## config.mk

```make
export PLATFORM = sky130hd
export DESIGN_NAME = fft_twiddle_gen
export DESIGN_NICKNAME = d
export VERILOG_FILES = /design/src/rtl/fft_twiddle_gen.sv
export SDC_FILE = /design/constraint.sdc
export NUM_CORES = 1
export LEC_CHECK = 0
export CORE_MARGIN = 4
export CORE_UTILIZATION = 45
export CTS_CLUSTER_DIAMETER = 50
export CTS_CLUSTER_SIZE = 8
export DETAILED_ROUTE_END_ITERATION = 8
export HOLD_SLACK_MARGIN = 0.06
export PLACE_DENSITY = 0.81
export SYNTH_ARGS = -nofsm -noshare
export SYNTH_HDL_FRONTEND = slang
export SYNTH_SLANG_ARGS = --single-unit
```

## constraint.sdc

```tcl
create_clock -name iCLK -period 2 [get_ports iCLK]
set_input_delay 0.4 -clock iCLK [delete_from_list [all_inputs] [get_ports iCLK]]
set_output_delay 0.4 -clock iCLK [all_outputs]
set_load 0.01 [all_outputs]
```

## src/rtl/fft_twiddle_gen.sv

```systemverilog
// Radix-4 DIF twiddle source: one (W^e, W^2e, W^3e) triple per butterfly, two-cycle latency.
// Build option TWIDDLE_QUARTER_ROM_EN: quarter-wave cosine table with quadrant folding instead of the full table.

module fft_twiddle_lane #(
  parameter int STAGES = 2,
  parameter int W_BIT  = 12
) (
  input  logic                      iCLK,
  input  logic                      iRESET,
  input  logic                      en,
  input  logic [2*STAGES-1:0]       addr,
  output logic signed [W_BIT-1:0]   re,
  output logic signed [W_BIT-1:0]   im
);
  localparam int N   = 1 << (2*STAGES);
  localparam int NQ  = N / 4;
  localparam int QW  = 2*STAGES - 1;
  localparam int AMP = (1 << (W_BIT-1)) - 1;

  // round(cos(2*pi*k/N) * AMP) for 0 <= k <= N/4, Taylor series in Q30 fixed point
  function automatic logic [W_BIT-1:0] cmag(input int k);
    longint x, x2, term, sum;
    x    = (64'sd6746518852 * longint'(k)) / longint'(N);
    x2   = (x * x) >>> 30;
    term = 64'sd1 <<< 30;
    sum  = term;
    for (int n = 1; n <= 8; n++) begin
      term = -(((term * x2) >>> 30) / longint'((2*n-1) * (2*n)));
      sum  = sum + term;
    end
    if (sum < 0) sum = 0;
    return W_BIT'(((sum * longint'(AMP)) + (64'sd1 <<< 29)) >>> 30);
  endfunction

  logic signed [W_BIT-1:0] re_d, im_d;

`ifdef TWIDDLE_QUARTER_ROM_EN
  logic [W_BIT-1:0]        qrom [NQ+1];
  logic [1:0]              q;
  logic [QW-1:0]           ri, si;
  logic signed [W_BIT-1:0] c, s;

  for (genvar k = 0; k <= NQ; k++) begin : g_qrom
    assign qrom[k] = cmag(k);
  end

  // cos/-sin of quadrant q rebuilt from C[r] and C[N/4-r]
  always_comb begin
    q  = addr[2*STAGES-1 -: 2];
    ri = {1'b0, addr[2*STAGES-3:0]};
    si = QW'(NQ) - ri;
    c  = signed'(qrom[ri]);
    s  = signed'(qrom[si]);
    case (q)
      2'd0:    begin re_d = c;  im_d = -s; end
      2'd1:    begin re_d = -s; im_d = -c; end
      2'd2:    begin re_d = -c; im_d = s;  end
      default: begin re_d = s;  im_d = c;  end
    endcase
  end
`else
  function automatic logic [2*W_BIT-1:0] rom_word(input int k);
    logic signed [W_BIT-1:0] c, s;
    c = signed'(cmag(k % NQ));
    s = signed'(cmag(NQ - (k % NQ)));
    case (k / NQ)
      0:       rom_word = {c, -s};
      1:       rom_word = {-s, -c};
      2:       rom_word = {-c, s};
      default: rom_word = {s, c};
    endcase
  endfunction

  logic [2*W_BIT-1:0] rom [N];

  for (genvar k = 0; k < N; k++) begin : g_rom
    assign rom[k] = rom_word(k);
  end

  assign {re_d, im_d} = rom[addr];
`endif

  always_ff @(posedge iCLK or negedge iRESET)
    if (!iRESET) begin
      re <= '0;
      im <= '0;
    end else if (en) begin
      re <= re_d;
      im <= im_d;
    end
endmodule

module fft_twiddle_gen #(
  parameter int STAGES = 2,
  parameter int W_BIT  = 12
) (
  input  logic                           iCLK,
  input  logic                           iRESET,
  input  logic                           iSTART,
  input  logic [$clog2(STAGES+1)-1:0]    iSTAGE,
  input  logic                           iEN,
  output logic signed [W_BIT-1:0]        oW1_RE,
  output logic signed [W_BIT-1:0]        oW1_IM,
  output logic signed [W_BIT-1:0]        oW2_RE,
  output logic signed [W_BIT-1:0]        oW2_IM,
  output logic signed [W_BIT-1:0]        oW3_RE,
  output logic signed [W_BIT-1:0]        oW3_IM,
  output logic [2*STAGES-3:0]            oIDX,
  output logic                           oVALID,
  output logic                           oBUSY,
  output logic                           oDONE,
  output logic                           oERR
);
  // iSTAGE is one bit wider than strictly needed so out-of-range stages can be flagged
  localparam int SW    = $clog2(STAGES+1);
  localparam int LOG2N = 2*STAGES;
  localparam int BW    = 2*STAGES - 2;
  localparam int NB    = 1 << BW;
  localparam int LAT   = 2;

  typedef enum logic [1:0] {IDLE, RUN, DRAIN} state_t;

  state_t                      state, state_nxt;
  logic [BW-1:0]               b, b_nxt, idx_q;
  logic [SW-1:0]               s, s_nxt;
  logic                        err_nxt, req, last_req, last_q;
  logic [LAT:1]                vld_pipe;
  logic [2:0][LOG2N-1:0]       addr_d, addr_q;
  logic [LOG2N-1:0]            mask, e1;
  logic [2:0][W_BIT-1:0]       w_re, w_im;

  assign req      = (state == RUN) && iEN;
  assign last_req = req && (b == BW'(NB-1));

  always_comb begin
    state_nxt = state;
    b_nxt     = b;
    s_nxt     = s;
    err_nxt   = 1'b0;
    case (state)
      IDLE:
        if (iSTART) begin
          if (int'(iSTAGE) < STAGES) begin
            state_nxt = RUN;
            s_nxt     = iSTAGE;
            b_nxt     = '0;
          end else begin
            err_nxt = 1'b1;
          end
        end
      RUN:
        if (req) begin
          b_nxt = b + 1'b1;
          if (last_req) state_nxt = DRAIN;
        end
      DRAIN:
        if (!vld_pipe[1]) state_nxt = IDLE;
      default: state_nxt = IDLE;
    endcase
  end

  // e = (b mod 4^(STAGES-1-s)) << 2s; multiples wrap mod N by truncation
  always_comb begin
    mask      = LOG2N'((1 << (2*(STAGES-1-int'(s)))) - 1);
    e1        = (LOG2N'(b) & mask) << (2*int'(s));
    addr_d[0] = e1;
    addr_d[1] = e1 << 1;
    addr_d[2] = e1 + (e1 << 1);
  end

  always_ff @(posedge iCLK or negedge iRESET)
    if (!iRESET) begin
      state    <= IDLE;
      b        <= '0;
      s        <= '0;
      vld_pipe <= '0;
      addr_q   <= '0;
      idx_q    <= '0;
      last_q   <= 1'b0;
      oIDX     <= '0;
      oDONE    <= 1'b0;
      oERR     <= 1'b0;
    end else begin
      state    <= state_nxt;
      b        <= b_nxt;
      s        <= s_nxt;
      vld_pipe <= {vld_pipe[LAT-1:1], req};
      if (req) begin
        addr_q <= addr_d;
        idx_q  <= b;
        last_q <= last_req;
      end
      if (vld_pipe[1]) oIDX <= idx_q;
      oDONE <= vld_pipe[1] && last_q;
      oERR  <= err_nxt;
    end

  for (genvar l = 0; l < 3; l++) begin : g_lane
    fft_twiddle_lane #(.STAGES(STAGES), .W_BIT(W_BIT)) u_lane (
      .iCLK   (iCLK),
      .iRESET (iRESET),
      .en     (vld_pipe[1]),
      .addr   (addr_q[l]),
      .re     (w_re[l]),
      .im     (w_im[l])
    );
  end

  assign oW1_RE = w_re[0];
  assign oW1_IM = w_im[0];
  assign oW2_RE = w_re[1];
  assign oW2_IM = w_im[1];
  assign oW3_RE = w_re[2];
  assign oW3_IM = w_im[2];
  assign oVALID = vld_pipe[LAT];
  assign oBUSY  = (state != IDLE);
endmodule

```

Word-level counts from Yosys, hierarchy flattened:

Memories as Yosys holds them, arrays and structs flattened. A register that Yosys moved wholly into a read port is not among the register bits.
Index checks and enable logic that the tools add are counted.

* bitwise gates (word level): 4
* shift-type cells: 2
* multiplexer cells: 13
* reductions and logical operators: 12
* add/sub/neg operators: 4
* equality and inequality tests: 8
* order comparisons: 1

Operators with widths (number)
* $shl A1 B32 Y4 const A: 1
* $mux W2: 8
* $not A4 Y5: 3
* $ne A2 B2 Y1 const B: 5
* $pmux W2 S3: 1
* $reduce_and A5 Y1: 1
* $add A4 B4 Y4: 1
* $and A2 B4 Y4: 1
* $eq A2 B2 Y1 const B: 2
* $pmux W2 S2: 1
* $reduce_and A4 Y1: 1
* $reduce_bool A2 Y1: 2
* $shl A4 B3 Y4: 1
* $sub A4 B2 Y4 const B: 1
* $logic_and A1 B1 Y1: 3
* $logic_not A1 Y1: 3
* $mux W1: 3
* $reduce_and A3 Y1: 1
* $sub A1 B2 Y3 const A: 1
* $add A2 B1 Y2 const B: 1
* $eq A2 B1 Y1 const B: 1
* $logic_not A2 Y1: 1
* $lt A2 B2 Y1 const B: 1

* output and inout port bits: 78
* input bits: 6
* register bits: 26
* ROM bits: 1152
* memories kept: 3
* word-level logic and storage cells: 59

Memories
* (no name shown): words 16, bits a word 24, rd ports 1, clocked after Yosys merged registers in 1, wr ports 0, RTL line 80 `assign {re_d, im_d} = rom[addr];`
* (no name shown): words 16, bits a word 24, rd ports 1, clocked after Yosys merged registers in 1, wr ports 0, RTL line 80
* (no name shown): words 16, bits a word 24, rd ports 1, clocked after Yosys merged registers in 1, wr ports 0, RTL line 80

Longest topological paths before layout:

* depth in word-level cells: 6
* mapped depth: 7
* depth with buffers taken out: 7

Hierarchy:

Synthesis repeated with hierarchy kept, for this count alone.

* cells, all modules: 450
* area, all modules: 4559.4 um^2

By module, submodules not included
* fft_twiddle_lane at g_lane[0].u_lane: sequential area each 500.5 um^2, instances 1, cells each 128, area each 1248.7 um^2
* fft_twiddle_lane at g_lane[1].u_lane: sequential area each 500.5 um^2, instances 1, cells each 125, area each 1222.4 um^2
* fft_twiddle_lane at g_lane[2].u_lane: sequential area each 500.5 um^2, instances 1, cells each 122, area each 1197.4 um^2
* fft_twiddle_gen: sequential area each 550.5 um^2, instances 1, cells each 75, area each 890.9 um^2

Worst setup path after synthesis:

No wires, ideal clock.

* kind: register to register
* start: reg addr_q[0] (netlist bit)
* end: reg g_lane[0].u_lane.im[6]
* required time: 1.874 ns
* clock period less this slack: 1.974 ns
* stages on the path, launching flop included: 6
* path slack: 0.026 ns
* path buffers: 1
* data arrival time: 1.848 ns
* setup time: 0.126 ns
* cell sequence: dfrtp_1 buf_2 inv_1 ha_1 mux2_2 a221o_1

* cells in the longest elaborated chain, start to end: 1

RTL lines
* from (decl): RTL line 128 `logic [2:0][LOG2N-1:0] addr_d, addr_q;`
* from (signal assigned): RTL line 189 `addr_q <= addr_d;`
* $not A4 Y5 (implied by the code): RTL line 80
* to (decl): RTL line 13 `output logic signed [W_BIT-1:0] im`

No other way between the ends.
A chain may end at the register's enable or synchronous reset.

==> run summary <==
* 370 — Post-Syn Instances
* 14.8 um — Routed wire per std cell
* 70 — Sinks on Clock Net
* 2 — buffer levels on the longest clock path
* 0.47 ns — delay of the slowest cell on the worst path
* 57.3% — final design utilization
* 0.868 — routability congestion estimate from global placement
* 0.223 ns — DP Worst Slack
* 3 — H-tree Lvls
* false — setup repair after global routing missed its margin
* 0.225 ns — minimum setup slack in the final design
* fa_1 — worst-path cell with the longest stage delay
* finished clean — outcome
* 46.1% — initial core utilization
* g_lane[2].u_lane.re[11] — hold_sp
* 0.808 ns — worst slew pin tran
* 2829 — count of vias placed by the detailed router
* 46.2% — area share of the largest cell type after synthesis
* 1.99 ns — Arrival @ worst endpoint
* 99.8 um — horizontal extent of the die
* 17.0% — total global routing track utilization
* 3 — maximum fanout count along the critical path
* flip-flop to flip-flop — path type of the worst setup path
* 0.34 ns — clock latency reported for the late side of the worst-skew pair
* 0.00995 mm^2 — total die area
* 2.21 ns — worst path required time
* flip-flop — type of element launching the critical path
* dfrtp_1 — Post-synth top flop
* 33 — number of standard-cell rows in the floorplan
* 99.8 um — vertical extent of the die
* s[1] — beginning of the worst register-to-register path
* 5710 um — DP Wirelength
* 0 — ant diodes
* 563 MHz — highest attainable clock frequency
* 459 — net total in the final layout
* 84 — number of primary I/O pins
* flip-flop — crit end category
* 24.2% — relative area change from synthesis to final layout
* 0.00712 W — total chip power
* 0 — number of enable-type register cells in the synthesized netlist
* clkbuf_8 — master cell of the clock root buffer
* s[1] — launching element of the worst setup path
* dfrtp_1 — top cell type by total area after synthesis
* 0.628 mV — IR Drop Worst-Case VDD
* 0.07 ns — clock slew seen by the registers of the worst setup and hold paths
* 1.78 ns — final period demand of the worst path
* 2823 — number of global-route vias before repair
* dfrtp_1 (70), nor2_1 (31), buf_4 (27), nand2_1 (27), ha_1 (19) — most common library cells after synthesis
* 13700 um — first-pass GRT wire length
* flip-flop to flip-flop — worst min-delay path class
* 7980 um — total wirelength of the detailed-routed design
* 0 — setup violation total in the final timing report
* 0.00379 mm^2 — Post-Synthesis Cell Area
* adder cells — kind of cell adding the most delay to the critical path
* 8.97% — share of layout cells above drive strength 1
* 46.1% — Slew Limit Headroom
* 39 — maximum number of pins on one net before global-route repair
* 2.01 nW — Leakage Power
* 5.24 — post-DR vias/cell
* yes — clock tree from TritonCTS
* 2 — CP Buf/Inv Count
* 46.2% — post-synthesis sequential area ratio
* 0 ns — setup TNS
* 70 — Synth Register Bits
* 0 — max-slew violation count
* 155 — number of design-rule violations left by the first detailed-router iteration
* 0 — Max Cap Violations
* 0 — count of antenna-violating nets left after detailed routing
* 0 — DRC
* or3_1 > inv_1 > ha_1 > inv_1 > fa_1 > o21ai_0 — critical path, cell by cell
* 0 — antenna violations before repair
* 10.2 um^2 — post-synthesis area per instance
* 717 — fillcell total
* 0.00822 mm^2 — placeable core area
* 396 — post-synthesis net count
* 0.00589 ns — Max Clock Skew
* 9 — total CTS buffers
* inv_1 — most frequent CP cell
* 0 — number of warnings printed during yosys synthesis
* 100% — fraction of registers with async set or reset after synthesis
* 83 — # port buffers
* dfrtp_1 (46%), ha_1 (6.3%), buf_4 (5.4%) — synth top area cells
* 88.8% — fin crit share
* 51 — number of different library cells in the post-synthesis netlist
* 0 — global-route congestion overflow total
* dfrtp_1 — most frequent cell after synthesis
* 1510 mW/mm^2 — power per cell area
* 0 — number of endpoints with negative hold slack in the final report
* 4 — number of detailed-routing iterations run before antenna repair
==> what timing repair did <==
action | CTS | global route
setup buffers | 0 | 0
endpoints found under the hold margin | 37 | 0
endpoints found under the setup margin | 0 | 1
hold buffers | 1 | 0
gates resized for setup | 0 | 1
==> metal layers <==
layer	up-vias	GRT usage (%)	part of all wire (%)
li1	1380	-	-
met1	1358	22.1	45
met2	76	26.8	47
met3	15	5.12	6.8
met4	0	6.62	1.9
met5	-	0	0
==> layout by cell type, fill, tap and decap left out, types with 2 or more instances in the layout <==
cell / netlist / final
mux2i_1: 10 / 10
buf_4: 27 / 14
o31ai_1: 2 / 2
nor2b_1: 18 / 18
o22a_1: 2 / 2
a211oi_1: 7 / 7
a221o_1: 3 / 3
o32ai_1: 6 / 6
ha_1: 19 / 19
dfrtp_1: 70 / 69
o22ai_1: 2 / 2
a22o_1: 3 / 3
mux2_1: 5 / 5
nand2_1: 27 / 27
nand3b_1: 3 / 3
a21oi_1: 16 / 16
clkinv_2: 0 / 2
a21o_1: 5 / 5
and2_1: 4 / 4
clkbuf_8: 0 / 11
inv_1: 12 / 12
o21ai_1: 5 / 5
a31oi_1: 7 / 7
o221ai_1: 3 / 3
o32ai_2: 2 / 2
clkdlybuf4s50_1: 0 / 81
o211ai_1: 2 / 2
o21ai_0: 17 / 17
nor2_1: 31 / 31
nand2b_1: 15 / 15
o2bb2ai_1: 4 / 4
o21bai_1: 2 / 2
mux2_2: 3 / 3
xnor2_1: 2 / 2
==> flip-flops by register name, summed over array words and instances (netlist names) <==
| register | count |
|---|---|
| oIDX | 2 |
| vld_pipe | 2 |
| state | 2 |
| s | 2 |
| oERR | 1 |
| oDONE | 1 |
| addr_q | 7 |
| last_q | 1 |
| g_lane.u_lane.im | 24 |
| idx_q | 2 |
| b | 2 |
| g_lane.u_lane.re | 24 |
==> power breakdown <==
group	internal [W]	switching [W]	total [W]
sequential	0.00198	0.000508	0.00249
clock	0.000493	0.000489	0.000982
combinational	0.00195	0.00170	0.00365
total	0.00442	0.00270	0.00712
==> worst paths after layout <==
| check | end | slack (ns) | cells past startpoint |
|---|---|---|---|
| hold / removal | g_lane[2].u_lane.re[11] | 0.48 | 1 |
| setup reg to reg | addr_q[10] | 0.22 | 6 |
| setup / recovery | addr_q[10] | 0.22 | 6 |
| min in group asynchronous | g_lane[2].u_lane.im[3] | 0.56 | 2 |
| max in group asynchronous | g_lane[1].u_lane.im[10] | 0.88 | 3 |
| hold reg to reg | g_lane[2].u_lane.re[11] | 0.48 | 1 |
==> worst reg2reg max path, cell delays in order, from the launching register on <==
cell	delay (ns)
dfrtp_1	0.39
or3_1	0.45
inv_1	0.08
ha_1	0.13
inv_1	0.04
fa_1	0.47
o21ai_0	0.08
==> per-stage QoR <==
step,area [um^2],hold slack [ns],cells
after floorplan,3790,0.104,370
after global placement,4530,0.401,526
after detailed placement,4530,0.407,526
after CTS,4700,0.486,540
after global routing,4710,0.509,540
final,4710,0.483,540
==> area by class of cell <==
class | instances | area (um^2) | area share [%]
clock buffer | 11 | 151 | 3.22
clock inverter | 2 | 10.0 | 0.213
inverter | 13 | 48.8 | 1.04
multi-input combinational | 241 | 1650 | 35.1
sequential | 70 | 1750 | 37.2
tap | 105 | 131 | 2.79
timing repair buffer | 98 | 958 | 20.4
==> kinds of logic (layout without fill, tap and decap cells) <==
family / after synthesis / after routing / synth area share, %
buf+inv: 59 / 124 / 10.1
xor+xnor: 3 / 3 / 0.694
flops: 70 / 70 / 46.2
other cells: 1 / 1 / 0.0990
fa+ha+maj: 20 / 20 / 6.80
mux: 18 / 18 / 5.02
compound gates: 94 / 94 / 17.3
simple gates: 105 / 105 / 13.7
No activity file was read; power rests on OpenSTA's default activity.
